$ cat config.mk
export PLATFORM = sky130hd
export DESIGN_NAME = uart_tx_buffered
export DESIGN_NICKNAME = d
export VERILOG_FILES = /design/src/rtl/uart_pkg.sv /design/src/rtl/uart_sync_fifo.sv /design/src/rtl/uart_tx_buffered.sv
export SDC_FILE = /design/constraint.sdc
export NUM_CORES = 1
export LEC_CHECK = 0
export CAP_MARGIN = 20
export CORE_AREA = 2 2 56 111
export CTS_BUF_LIST = sky130_fd_sc_hd__clkbuf_8
export CTS_CLUSTER_SIZE = 12
export DETAILED_ROUTE_END_ITERATION = 8
export DIE_AREA = 0 0 58 113
export PLACE_DENSITY = 0.68
export SYNTH_ARGS = -nofsm -noshare
export SYNTH_HDL_FRONTEND = slang
export SYNTH_SLANG_ARGS = --single-unit
$ cat constraint.sdc
create_clock -name clk -period 6.2 [get_ports clk]
set_input_delay 0.62 -clock clk [delete_from_list [all_inputs] [get_ports clk]]
set_output_delay 0.62 -clock clk [all_outputs]
set_load 0.05 [all_outputs]
$ cat src/rtl/uart_pkg.sv
// Shared UART definitions: FSM state encoding, frame constants, default clocking
// and the even-parity helper. The receiver path uses this package as well.
package uart_pkg;

    localparam int DATA_BITS  = 8;
    localparam int DEF_CLK_HZ = 12_000_000;
    localparam int DEF_BAUD   = 9600;

    typedef enum logic [2:0] {
        ST_IDLE,
        ST_START,
        ST_DATA,
        ST_PARITY,
        ST_STOP
    } uart_state_e;

    // Even parity: the bit that makes the total count of ones even.
    function automatic logic uart_parity(input logic [DATA_BITS-1:0] d);
        return ^d;
    endfunction

endpackage

$ cat src/rtl/uart_sync_fifo.sv
// Single-clock FIFO with a first-word-fall-through read port. rd_data always
// shows the head entry. Pushes while full and pops while empty are ignored.
// DEPTH must be a power of two so that the pointers wrap on their own.
module uart_sync_fifo #(
    parameter int WIDTH = 8,
    parameter int DEPTH = 4
) (
    input  logic                           clk,
    input  logic                           rst,
    input  logic                           wr_en,
    input  logic [WIDTH-1:0]               wr_data,
    input  logic                           rd_en,
    output logic [WIDTH-1:0]               rd_data,
    output logic                           full,
    output logic                           empty,
    output logic [$clog2(DEPTH+1)-1:0]     count
);

    localparam int AW = $clog2(DEPTH);
    localparam int CW = $clog2(DEPTH + 1);

    logic [WIDTH-1:0] mem_q [DEPTH];
    logic [AW-1:0]    wr_ptr_q, wr_ptr_d;
    logic [AW-1:0]    rd_ptr_q, rd_ptr_d;
    logic [CW-1:0]    count_q,  count_d;
    logic             do_wr, do_rd;

    assign full    = (count_q == CW'(DEPTH));
    assign empty   = (count_q == '0);
    assign count   = count_q;
    assign rd_data = mem_q[rd_ptr_q];
    assign do_wr   = wr_en && !full;
    assign do_rd   = rd_en && !empty;

    // Next pointers and occupancy. A simultaneous push and pop leaves the count unchanged.
    always_comb begin
        wr_ptr_d = wr_ptr_q;
        rd_ptr_d = rd_ptr_q;
        count_d  = count_q + CW'(do_wr) - CW'(do_rd);
        if (do_wr) wr_ptr_d = wr_ptr_q + 1'b1;
        if (do_rd) rd_ptr_d = rd_ptr_q + 1'b1;
    end

    // Pointer and count registers. Reset empties the FIFO.
    always_ff @(posedge clk) begin
        if (rst) begin
            wr_ptr_q <= '0;
            rd_ptr_q <= '0;
            count_q  <= '0;
        end else begin
            wr_ptr_q <= wr_ptr_d;
            rd_ptr_q <= rd_ptr_d;
            count_q  <= count_d;
        end
    end

    // Storage array. It needs no reset because the count gates every read.
    always_ff @(posedge clk) begin
        if (do_wr) mem_q[wr_ptr_q] <= wr_data;
    end

endmodule

$ cat src/rtl/uart_tx_buffered.sv
// Buffered UART transmitter. Bytes from a valid/ready port are queued in a FIFO
// and sent LSB-first as 8N1 frames at CLK_HZ/BAUD clocks per bit.
// Define UART_TX_PARITY_EN to add an even-parity bit between data and stop (8E1).
// The line output is registered, so the serial waveform lags the FSM state by one cycle.
module uart_tx_buffered
    import uart_pkg::*;
#(
    parameter int CLK_HZ     = DEF_CLK_HZ,
    parameter int BAUD       = DEF_BAUD,
    parameter int FIFO_DEPTH = 4
) (
    input  logic       clk,
    input  logic       rst,
    input  logic [7:0] tx_data,
    input  logic       tx_valid,
    output logic       tx_ready,
    output logic       uart_tx,
    output logic       busy
);

    localparam int DIV = CLK_HZ / BAUD;
    localparam int BW  = (DIV > 1) ? $clog2(DIV) : 1;
    localparam int CW  = $clog2(FIFO_DEPTH + 1);

    uart_state_e          state_q, state_d;
    logic [BW-1:0]        baud_q,  baud_d;
    logic [2:0]           bit_q,   bit_d;
    logic [DATA_BITS-1:0] data_q,  data_d;
    logic                 uart_tx_q, uart_tx_d;

    logic                 fifo_rd_en;
    logic [7:0]           fifo_rd_data;
    logic                 fifo_full, fifo_empty;
    logic [CW-1:0]        fifo_count;
    logic                 bit_done;

    // tx_ready is held low during reset so that no byte is taken while the FIFO is being cleared.
    assign tx_ready = !rst && !fifo_full;
    assign uart_tx  = uart_tx_q;
    assign busy     = (state_q != ST_IDLE) || (fifo_count != '0);
    assign bit_done = (baud_q == BW'(DIV - 1));

    uart_sync_fifo #(
        .WIDTH (8),
        .DEPTH (FIFO_DEPTH)
    ) u_fifo (
        .clk     (clk),
        .rst     (rst),
        .wr_en   (tx_valid && tx_ready),
        .wr_data (tx_data),
        .rd_en   (fifo_rd_en),
        .rd_data (fifo_rd_data),
        .full    (fifo_full),
        .empty   (fifo_empty),
        .count   (fifo_count)
    );

    // Frame sequencing. Each state holds for DIV cycles, and the line level follows the current state.
    always_comb begin
        state_d    = state_q;
        baud_d     = baud_q + 1'b1;
        bit_d      = bit_q;
        data_d     = data_q;
        fifo_rd_en = 1'b0;
        uart_tx_d  = 1'b1;
        case (state_q)
            ST_IDLE: begin
                baud_d = '0;
                if (!fifo_empty) begin
                    fifo_rd_en = 1'b1;
                    data_d     = fifo_rd_data;
                    state_d    = ST_START;
                end
            end
            ST_START: begin
                uart_tx_d = 1'b0;
                if (bit_done) begin
                    baud_d  = '0;
                    bit_d   = '0;
                    state_d = ST_DATA;
                end
            end
            ST_DATA: begin
                uart_tx_d = data_q[bit_q];
                if (bit_done) begin
                    baud_d = '0;
                    bit_d  = bit_q + 3'd1;
                    if (bit_q == 3'(DATA_BITS - 1)) begin
`ifdef UART_TX_PARITY_EN
                        state_d = ST_PARITY;
`else
                        state_d = ST_STOP;
`endif
                    end
                end
            end
`ifdef UART_TX_PARITY_EN
            ST_PARITY: begin
                uart_tx_d = uart_parity(data_q);
                if (bit_done) begin
                    baud_d  = '0;
                    state_d = ST_STOP;
                end
            end
`endif
            ST_STOP: begin
                if (bit_done) begin
                    baud_d = '0;
                    // Go straight into the next start bit when a byte is waiting, so no idle gap appears.
                    if (!fifo_empty) begin
                        fifo_rd_en = 1'b1;
                        data_d     = fifo_rd_data;
                        state_d    = ST_START;
                    end else begin
                        state_d = ST_IDLE;
                    end
                end
            end
            default: begin
                baud_d  = '0;
                state_d = ST_IDLE;
            end
        endcase
    end

    // FSM, counters, shifter and line register. Reset drives the line high on the next edge.
    always_ff @(posedge clk) begin
        if (rst) begin
            state_q   <= ST_IDLE;
            baud_q    <= '0;
            bit_q     <= '0;
            data_q    <= '0;
            uart_tx_q <= 1'b1;
        end else begin
            state_q   <= state_d;
            baud_q    <= baud_d;
            bit_q     <= bit_d;
            data_q    <= data_d;
            uart_tx_q <= uart_tx_d;
        end
    end

endmodule

==> results of run 1 <==
==> cell usage in the layout, fill, tap and decap left out, types with 2 or more instances in the layout <==
cell and n:
sky130_fd_sc_hd__dfxtp_1 35, sky130_fd_sc_hd__edfxtp_1 32, sky130_fd_sc_hd__nor2_1 20, sky130_fd_sc_hd__a21oi_1 16, sky130_fd_sc_hd__o21ai_0 14, sky130_fd_sc_hd__clkdlybuf4s50_1 13
sky130_fd_sc_hd__nand3_1 12, sky130_fd_sc_hd__inv_1 11, sky130_fd_sc_hd__mux4_2 10, sky130_fd_sc_hd__ha_1 10, sky130_fd_sc_hd__clkbuf_8 9, sky130_fd_sc_hd__nand2_1 7
sky130_fd_sc_hd__xnor2_1 7, sky130_fd_sc_hd__xor2_1 7, sky130_fd_sc_hd__nor3_1 5, sky130_fd_sc_hd__and2_1 5, sky130_fd_sc_hd__nand4_1 3, sky130_fd_sc_hd__nand2b_1 3
sky130_fd_sc_hd__bufinv_16 3, sky130_fd_sc_hd__or3_1 2, sky130_fd_sc_hd__o31ai_1 2, sky130_fd_sc_hd__mux2i_1 2, sky130_fd_sc_hd__clkinv_2 2
==> Yosys cell counts (all sizes together) <==
cell     number
a211o         1
a211oi        2
a21oi        16
a221oi        1
and2          5
and3          1
and4          1
buf           4
clkbuf        7
dfxtp        35
edfxtp       32
fa            1
ha           10
inv          10
mux2i         2
mux4         10
nand2         7
nand2b        3
nand3        12
nand3b        1
nand4         3
nand4bb       1
nor2         20
nor2b         1
nor3          5
nor4          1
o21ai        14
o31a          1
o31ai         3
o32ai         1
or3           2
or3b          1
or4           1
or4b          1
xnor2         7
xor2          7
==> flip-flops by register name (all words and copies together), names as in the netlist, named ones only <==
register / cells
state_q: 3
baud_q: 11
u_fifo.count: 3
u_fifo.mem_q: 32
u_fifo.rd_ptr_q: 2
data_q: 8
u_fifo.wr_ptr_q: 2
bit_q: 3
uart_tx: 1
==> per-stage QoR <==
| stage | total power (W) | utilization | worst slack (ns) | cell area, µm² | hold WS [ns] |
|---|---|---|---|---|---|
| 6_report | 0.00137 | 0.573 | 3.39 | 3240 | 0.478 |
| 2_1_floorplan | 0.000879 | - | 3.47 | 2850 | 0.441 |
| 5_1_grt | 0.00146 | 0.573 | 3.18 | 3240 | 0.500 |
| 3_5_place_dp | 0.000967 | 0.532 | 3.12 | 3010 | 0.469 |
| 4_1_cts | 0.00139 | 0.573 | 3.36 | 3240 | 0.479 |
| 3_3_place_gp | 0.000959 | 0.532 | 3.20 | 3010 | 0.464 |
==> worst min-delay path by stage <==
stage | startpoint | to | slack [ns]
finish | data_q[4]$_SDFFE_PP0P_ | data_q[4]$_SDFFE_PP0P_ | 0.48
global route | data_q[0]$_SDFFE_PP0P_ | data_q[0]$_SDFFE_PP0P_ | 0.50
CTS | data_q[4]$_SDFFE_PP0P_ | data_q[4]$_SDFFE_PP0P_ | 0.48
detailed placement | data_q[4]$_SDFFE_PP0P_ | data_q[4]$_SDFFE_PP0P_ | 0.47
global placement | data_q[0]$_SDFFE_PP0P_ | data_q[0]$_SDFFE_PP0P_ | 0.46
floorplan | baud_q[0]$_SDFF_PP0_ | baud_q[0]$_SDFF_PP0_ | 0.44
==> cell type report <==
cell class	instances	area [µm²]
Fill cell	468	2420
Sequential cell	67	1660
Multi-Input combinational cell	142	1100
Timing Repair Buffer	14	138
Clock buffer	9	124
Clock inverter	7	108
Tap cell	61	76.3
Inverter	10	37.5
==> power breakdown <==
group / switching [W] / internal, W
Sequential: 0.0000574 / 0.000527
Combinational: 0.000199 / 0.000166
Clock: 0.000155 / 0.000263
Total: 0.000412 / 0.000956
==> tightest hold or removal path, stage by stage, from the launching register on <==
cell and delay (ns):
sky130_fd_sc_hd__dfxtp_1 0.31, sky130_fd_sc_hd__o21ai_0 0.06, sky130_fd_sc_hd__a21oi_1 0.06
==> logic make-up (layout without fill, tap and decap cells) <==
kind of cell / after synthesis / after routing / synth area share
fa+ha+maj: 11 / 11 / 0.0510
simple gates: 66 / 66 / 0.121
compound gates: 39 / 39 / 0.0840
flops: 67 / 67 / 0.584
mux: 12 / 12 / 0.0862
buf+inv: 21 / 40 / 0.0308
xor+xnor: 14 / 14 / 0.0431
==> layer usage <==
layer  up-vias  share of wire  global-route usage
met5         -              0                   0
met1       829           0.37               0.166
li1        865              -                   -
met2        19           0.58               0.301
met3        11          0.022              0.0480
met4         0          0.030              0.0977
==> results by stage, run 1 <==
Run status:
- The run finished with clean final reports.

Floorplanning:
- The site row count is 39.
- The die outline area is 6550 µm².
- 14 I/O pins were placed.
- The die is 58 µm wide.
- In this run the standard cell core region covers 5660 µm².
- Measured along the y axis, the die boundary spans 113 µm.
- For this configuration, the core starts out at a cell density of 0.503.

Route:
- Dividing the detail-routed via count by the number of cells gives 5.56.
- The post-route DRC violation count is 0.
- The detailed-route wire length per cell is 14.8 µm.
- In this run the remaining antenna-violating nets after routing total 0.
- For this run, the detailed router's first-pass iteration total came to 4.
- The initial detailed-routing violation count is 46.
- The total via count after detailed routing is 1724.
- The routed design has 4600 µm of wire.

Finish:
- The number of antenna diodes in the final layout is 0.
- The growth of design area from synthesis to finish is 13.9%.
- Of the cells placed in the final design, the portion with a size suffix greater than 1 is 0.124.
- The number of cells in the finished layout apart from fillers is 310.
- The final net count is 266.

STA:
- The clock arrives with 0.0120 ns of skew.
- The final clock period utilization by the worst path is 0.453.
- Based on the critical path, the design can be clocked at up to 356 MHz.
- The worst-margin pin slew is 1.08 ns.
- Headroom to the max-slew limit came out at 0.276.
- The number of hold-slack violations in the final timing report is 0.
- The minimum clock period is 2.81 ns.
- After routing, the total negative slack on setup checks comes to 0 ns.
- Setup violations remaining at the end of the flow were counted as 0.
- Setup repair after global routing left no endpoint under its margin.
- The number of max-slew violations in the final report is 0.

Global routing:
- The first global-routing pass estimated 8070 µm of wire.
- Summed over all layers, the global routing overflow is 0.
- Entering global routing, the biggest net connects 29 pins.
- The total routing usage reported by global routing is 0.169.
- The initial antenna violation count is 0.
- The via count of the first global-routing pass was 1768.

Placement:
- The number of placed instances with taps included is 294.
- Routability-driven placement finished with a final weighted congestion of 0.761.
- The count of input and output buffers is 13.
- The placed wire-length estimate is 3360 µm.

Setup path:
- The largest incremental delay on the critical path is 0.81 ns.
- Counting buffers and inverters, the worst setup path is 4 cells deep.
- The type of the worst setup path is in -> out.
- The cell that appears most often on the critical path is sky130_fd_sc_hd__clkdlybuf4s50_1.
- The buffers plus inverters on the worst setup path is 3.
- The number of cells on the worst reg-to-reg path is 11.
- In this run the register-to-register setup slack is 3.39 ns.
- The required time at the endpoint of the critical path is 5.58 ns.
- Traced cell by cell, the critical path runs through clkdlybuf4s50_1, buf_4, a21oi_1, clkdlybuf4s50_1.
- The signal arrival time at the worst endpoint is 2.19 ns.
- STA classifies the critical path endpoint as an output port.
- The origin of the worst setup path is rst.
- In this run the critical register-to-register path is captured at u_fifo.count[2]$_SDFF_PP0_.
- Of all nets on the critical path, the largest fanout is 28.
- The destination of the critical timing path is tx_ready.
- The critical path's top delay family is buffers and inverters.
- The critical path startpoint category is an input port.
- The startpoint of the lowest-slack register-to-register path is baud_q[3]$_SDFF_PP0_.
- The slowest stage of the critical path belongs to the cell sky130_fd_sc_hd__clkdlybuf4s50_1.

CTS:
- The insertion delay to the later sink of the worst-skew pair is 0.35 ns.
- The number of buffers inserted for hold repair after clock tree synthesis is 0.
- Buffers added to address setup during post-CTS repair amount to 0.
- The maximum clock insertion buffer count is 2.
- The number of H-tree levels is 3.
- After clock tree synthesis, the repair step resized 0 gates.
- TritonCTS built the clock tree.
- Buffers inserted during clock tree synthesis total 9.
- The root buffer cell chosen for the clock tree is sky130_fd_sc_hd__clkbuf_8.
- The register clock-pin slew on the reported worst setup and hold paths is 0.07 ns.
- The clock sink count is 67.

Power and ir drop:
- The total power divided by cell area is 422 nW/µm².
- The maximum resistive drop on vdd is 0.000318 V.
- Summed over all cells, the static leakage comes to 1.12 nW.

Yosys:
- The synthesized design contains 67 register bits.
- The total nets after synthesis is 252.
- Sorting the synthesized cells by area gives the leading types as sky130_fd_sc_hd__edfxtp_1 (34%), sky130_fd_sc_hd__dfxtp_1 (25%), sky130_fd_sc_hd__mux4_2 (7.9%), sky130_fd_sc_hd__ha_1 (4.4%), sky130_fd_sc_hd__a21oi_1 (2.8%).
- The post-synthesis instance area is 2850 µm².
- Of the post-synthesis cell area, the dominant cell type holds 0.338.
- The cell type contributing the most total cell area after synthesis is sky130_fd_sc_hd__edfxtp_1.
- The synthesized instance count is 230.
- After synthesis, the netlist uses 40 different library cells.
- The average footprint of a synthesized cell is 12.4 µm².
- For this run, the number of Yosys warnings is 0.
- The share of the yosys chip area belonging to registers is 0.584.

Worst hold path:
- The tightest min-delay check is of the reg -> reg type.
- Along the worst hold path, the cell count comes to 2.

Run:
- Max-cap violations in this run came to 0.
Power figures use the tool's default switching activity.
==> run 2, diff against run 1 <==
==> constraint.sdc (replaced) <==
create_clock -name clk -period 2.8 [get_ports clk]
set_input_delay 0.28 -clock clk [delete_from_list [all_inputs] [get_ports clk]]
set_output_delay 0.28 -clock clk [all_outputs]
set_load 0.05 [all_outputs]
==> results by stage, run 2 (synthesized netlist as in run 1, its figures left out) <==
Setup path:
- The required time at the endpoint of the critical path is 3.02 ns (was 5.58 ns).
- The endpoint class of the critical path is a flip-flop (was output port).
- The type of the worst setup path is reg -> reg (was in -> out).
- The critical path's top delay family is adder cells (was buffers and inverters).
- The cell with the largest stage delay on the worst path is sky130_fd_sc_hd__or4b_4 (was sky130_fd_sc_hd__clkdlybuf4s50_1).
- Cells along the critical path: or4b_4, o31a_1, nor2_1, ha_1, inv_1, ha_1, inv_1, fa_1, xor2_1, xnor2_1, nor2_1 (was clkdlybuf4s50_1, buf_4, a21oi_1, clkdlybuf4s50_1).
- The signal arrival time at the worst endpoint was 2.85 ns (was 2.19 ns).
- The critical path startpoint category was a flip-flop (was input port).
- The maximum fanout along the worst path is 4 (was 28).
- The buffers plus inverters on the worst setup path is 2 (was 3).
- The largest incremental delay on the critical path is 0.57 ns (was 0.81 ns).

STA:
- The relative max-transition margin is 0.485 (was 0.276).
- The number of hold-slack violations in the final timing report is 0 (unchanged).
- The worst setup skew after layout is 0.00848 ns (was 0.0120 ns).
- Setup repair after global routing missed its margin: no (unchanged).
- The number of max-slew violations in the final report is 0 (unchanged).
- The worst-margin pin slew is 0.766 ns (was 1.08 ns).
- In the finished design, the share of the clock period the worst path needs comes to 0.938.
- The minimum clock period is 2.63 ns.
- The total negative slack for setup checks is 0 ns (unchanged).
- The total of endpoints with negative setup slack in the final report was 0 (unchanged).
- The smallest setup slack after layout is 0.173 ns (was 3.39 ns).
- For this run, the top clock speed supported by timing is 381 MHz.

CTS:
- The clock sink count is 67 (unchanged).
- The post-CTS setup buffer count is 0 (unchanged).
- The register clock-pin slew on the reported worst setup and hold paths is 0.07 ns (about the same).
- The root buffer selected by CTS is sky130_fd_sc_hd__clkbuf_8 (unchanged).
- The insertion delay to the later sink of the worst-skew pair is 0.34 ns (was 0.35 ns).
- The total of cells resized after clock tree synthesis came to 0 (unchanged).
- The maximum clock insertion buffer count is 2 (unchanged).
- The number of H-tree levels is 3 (unchanged).
- The total CTS buffers is 9 (unchanged).
- The TritonCTS clock tree is done (unchanged).
- The number of buffers inserted for hold repair after clock tree synthesis came to 0 (unchanged).

Global routing:
- The met1 global-route usage came to 0.167 (was 0.166).
- The via count of the first global-routing pass is 1821 (was 1768).
- The most congested layer reported by global routing is met2 (unchanged).
- The initial antenna violation count is 0 (unchanged).
- The leftover overflow at the end of global routing is 0 (unchanged).
- The met3 usage is 0.0423 (was 0.0480).
- The fraction of met2 tracks used by global routing came to 0.312 (was 0.301).
- The total routing usage reported by global routing is 0.171 (was 0.169).
- The first-pass GRT wire length is 8250 µm (was 8070 µm).
- The largest net degree at the start of global routing was 28 (was 29).

Floorplanning:
- The number of top-level pins was 14 (unchanged).
- The effective utilization at floorplan is 0.503 (unchanged).
- The chip height is 113 µm (unchanged).
- The width of the chip is 58 µm (unchanged).
- The core outline area is 5660 µm² (unchanged).
- The site row count was 39 (unchanged).
- The die outline area is 6550 µm² (unchanged).

Route:
- The post-route DRC violation count is 0 (unchanged).
- The antenna violation net count after detailed routing is 0 (unchanged).
- The ratio of routed vias to standard cells was 5.60 (was 5.56).
- The final routed wirelength across all metal layers is 4800 µm (was 4600 µm).
- The detailed-route wire length per cell was 15.3 µm (was 14.8 µm).
- The initial detailed-routing violation count is 91 (was 46).
- The number of detailed-routing iterations run before antenna repair came to 4 (unchanged).
- The total via count after detailed routing came to 1758 (was 1724).

Finish:
- Top flop regs: u_fifo.mem_q: 32 flops, baud_q: 11 flops, data_q: 8 flops (unchanged).
- The register with the most flip-flops is u_fifo.mem_q (unchanged).
- The fraction of final layout cells with drive strength greater than 1 was 0.146 (was 0.124).
- The number of filler cells placed in the layout is 490 (was 468).
- The number of cells in the finished layout apart from fillers is 314 (was 310).
- The most common cell after layout, fill and taps aside is sky130_fd_sc_hd__dfxtp_1 (unchanged).
- The final net count was 270 (was 266).
- The growth of design area from synthesis to finish was 12.7% (was 13.9%).
- Leading cell types in the layout, fill and taps excluded: sky130_fd_sc_hd__dfxtp_1 (35), sky130_fd_sc_hd__edfxtp_1 (32), sky130_fd_sc_hd__nor2_1 (20), sky130_fd_sc_hd__a21oi_1 (16), sky130_fd_sc_hd__o21ai_0 (14) (unchanged).
- The flip-flop count of the largest register, all copies and words added is 32 (unchanged).
- The number of antenna repair diodes was 0 (unchanged).

Run status:
- Result of the run: finished clean (unchanged).

Power and ir drop:
- The total power divided by cell area is 882 nW/µm² (was 422 nW/µm²).
- The fraction of power consumed by combinational cells is 0.298 (was 0.267).
- The maximum resistive drop on vdd is 0.000552 V (was 0.000318 V).
- The total net switching power is 0.000952 W (was 0.000412 W).
- The static leakage is 1.09 nW (was 1.12 nW).
- The internal power contribution came to 0.00188 W (was 0.000956 W).
- The proportion of power drawn by the clock network came to 0.243 (was 0.306).
- The proportion of power drawn by flip-flops and latches is 0.459 (was 0.427).
- The fraction of power spent switching nets came to 0.336 (was 0.301).

Run:
- The count of max-cap constraint violations is 0 (unchanged).

Placement:
- The final weighted congestion in routability-driven placement is 0.812 (was 0.761).
- The placed wire-length estimate is 3480 µm (was 3360 µm).
- The number of placed instances with taps included is 298 (was 294).
- The count of input and output buffers is 13 (unchanged).
- The worst setup slack after placement is 0.170 ns (was 3.12 ns).

Worst hold path:
- The class of the worst hold path is reg -> reg (unchanged).
run 2: changes by cell type in the layout (fill, tap and decap cells not counted):
cell	before	now
sky130_fd_sc_hd__bufinv_16	3	0
sky130_fd_sc_hd__clkdlybuf4s50_1	13	12
sky130_fd_sc_hd__clkinv_2	2	1
sky130_fd_sc_hd__buf_4	1	6
sky130_fd_sc_hd__clkinv_1	1	0
sky130_fd_sc_hd__clkinvlp_4	0	5
run 2: layout make-up:
class / count / area, µm² / share of cell area
clock buffer: 9 / 124 / 0.0386
timing repair buffer: 18 / 165 / 0.0515
clock inverter: 7 / 46.3 / 0.0144
sequential: 67 / 1660 / 0.518
multi-input combinational: 142 / 1100 / 0.342
tap: 61 / 76.3 / 0.0238
inverter: 10 / 37.5 / 0.0117
run 2: tightest hold or removal path, cell delays in order, from the launching register on:
cell                      delay (ns)
sky130_fd_sc_hd__dfxtp_1        0.31
sky130_fd_sc_hd__o21ai_0        0.07
sky130_fd_sc_hd__a21oi_1        0.06
run 2: power by group through the flow:
| stage | Clock (W) | Combinational (W) | Sequential (W) |
|---|---|---|---|
| global route | 0.000741 | 0.000950 | 0.00132 |
| CTS | 0.000708 | 0.000858 | 0.00130 |
| global placement | 0 | 0.000850 | 0.00132 |
| floorplan | 0 | 0.000692 | 0.00126 |
| detailed placement | 0 | 0.000855 | 0.00132 |
| finish | 0.000687 | 0.000845 | 0.00130 |
run 2: path summary, 6_finish.rpt:
check	startpoint	end	slack [ns]	cells past startpoint
worst max-delay path	baud_q[3]$_SDFF_PP0_	u_fifo.count[2]$_SDFF_PP0_	0.17	11
worst max register to register	baud_q[3]$_SDFF_PP0_	u_fifo.count[2]$_SDFF_PP0_	0.17	11
worst min register to register	data_q[2]$_SDFFE_PP0P_	data_q[2]$_SDFFE_PP0P_	0.48	2
worst min-delay path	data_q[2]$_SDFFE_PP0P_	data_q[2]$_SDFFE_PP0P_	0.48	2
run 2: per-layer routing:
metal | up-vias | routed length [µm]
met3 | 10 | 113
li1 | 872 | -
met4 | 0 | 119
met2 | 22 | 2830
met5 | - | 0
met1 | 854 | 1730
run 2: per-stage QoR:
stage           util  power [W]  hold slack [ns]  instance area, µm²
5_1_grt        0.567    0.00301            0.510                3210
6_report       0.567    0.00283            0.477                3210
3_3_place_gp   0.537    0.00217            0.462                3040
3_5_place_dp   0.537    0.00218            0.468                3040
4_1_cts        0.567    0.00287            0.478                3210
2_1_floorplan      -    0.00195            0.379                2850
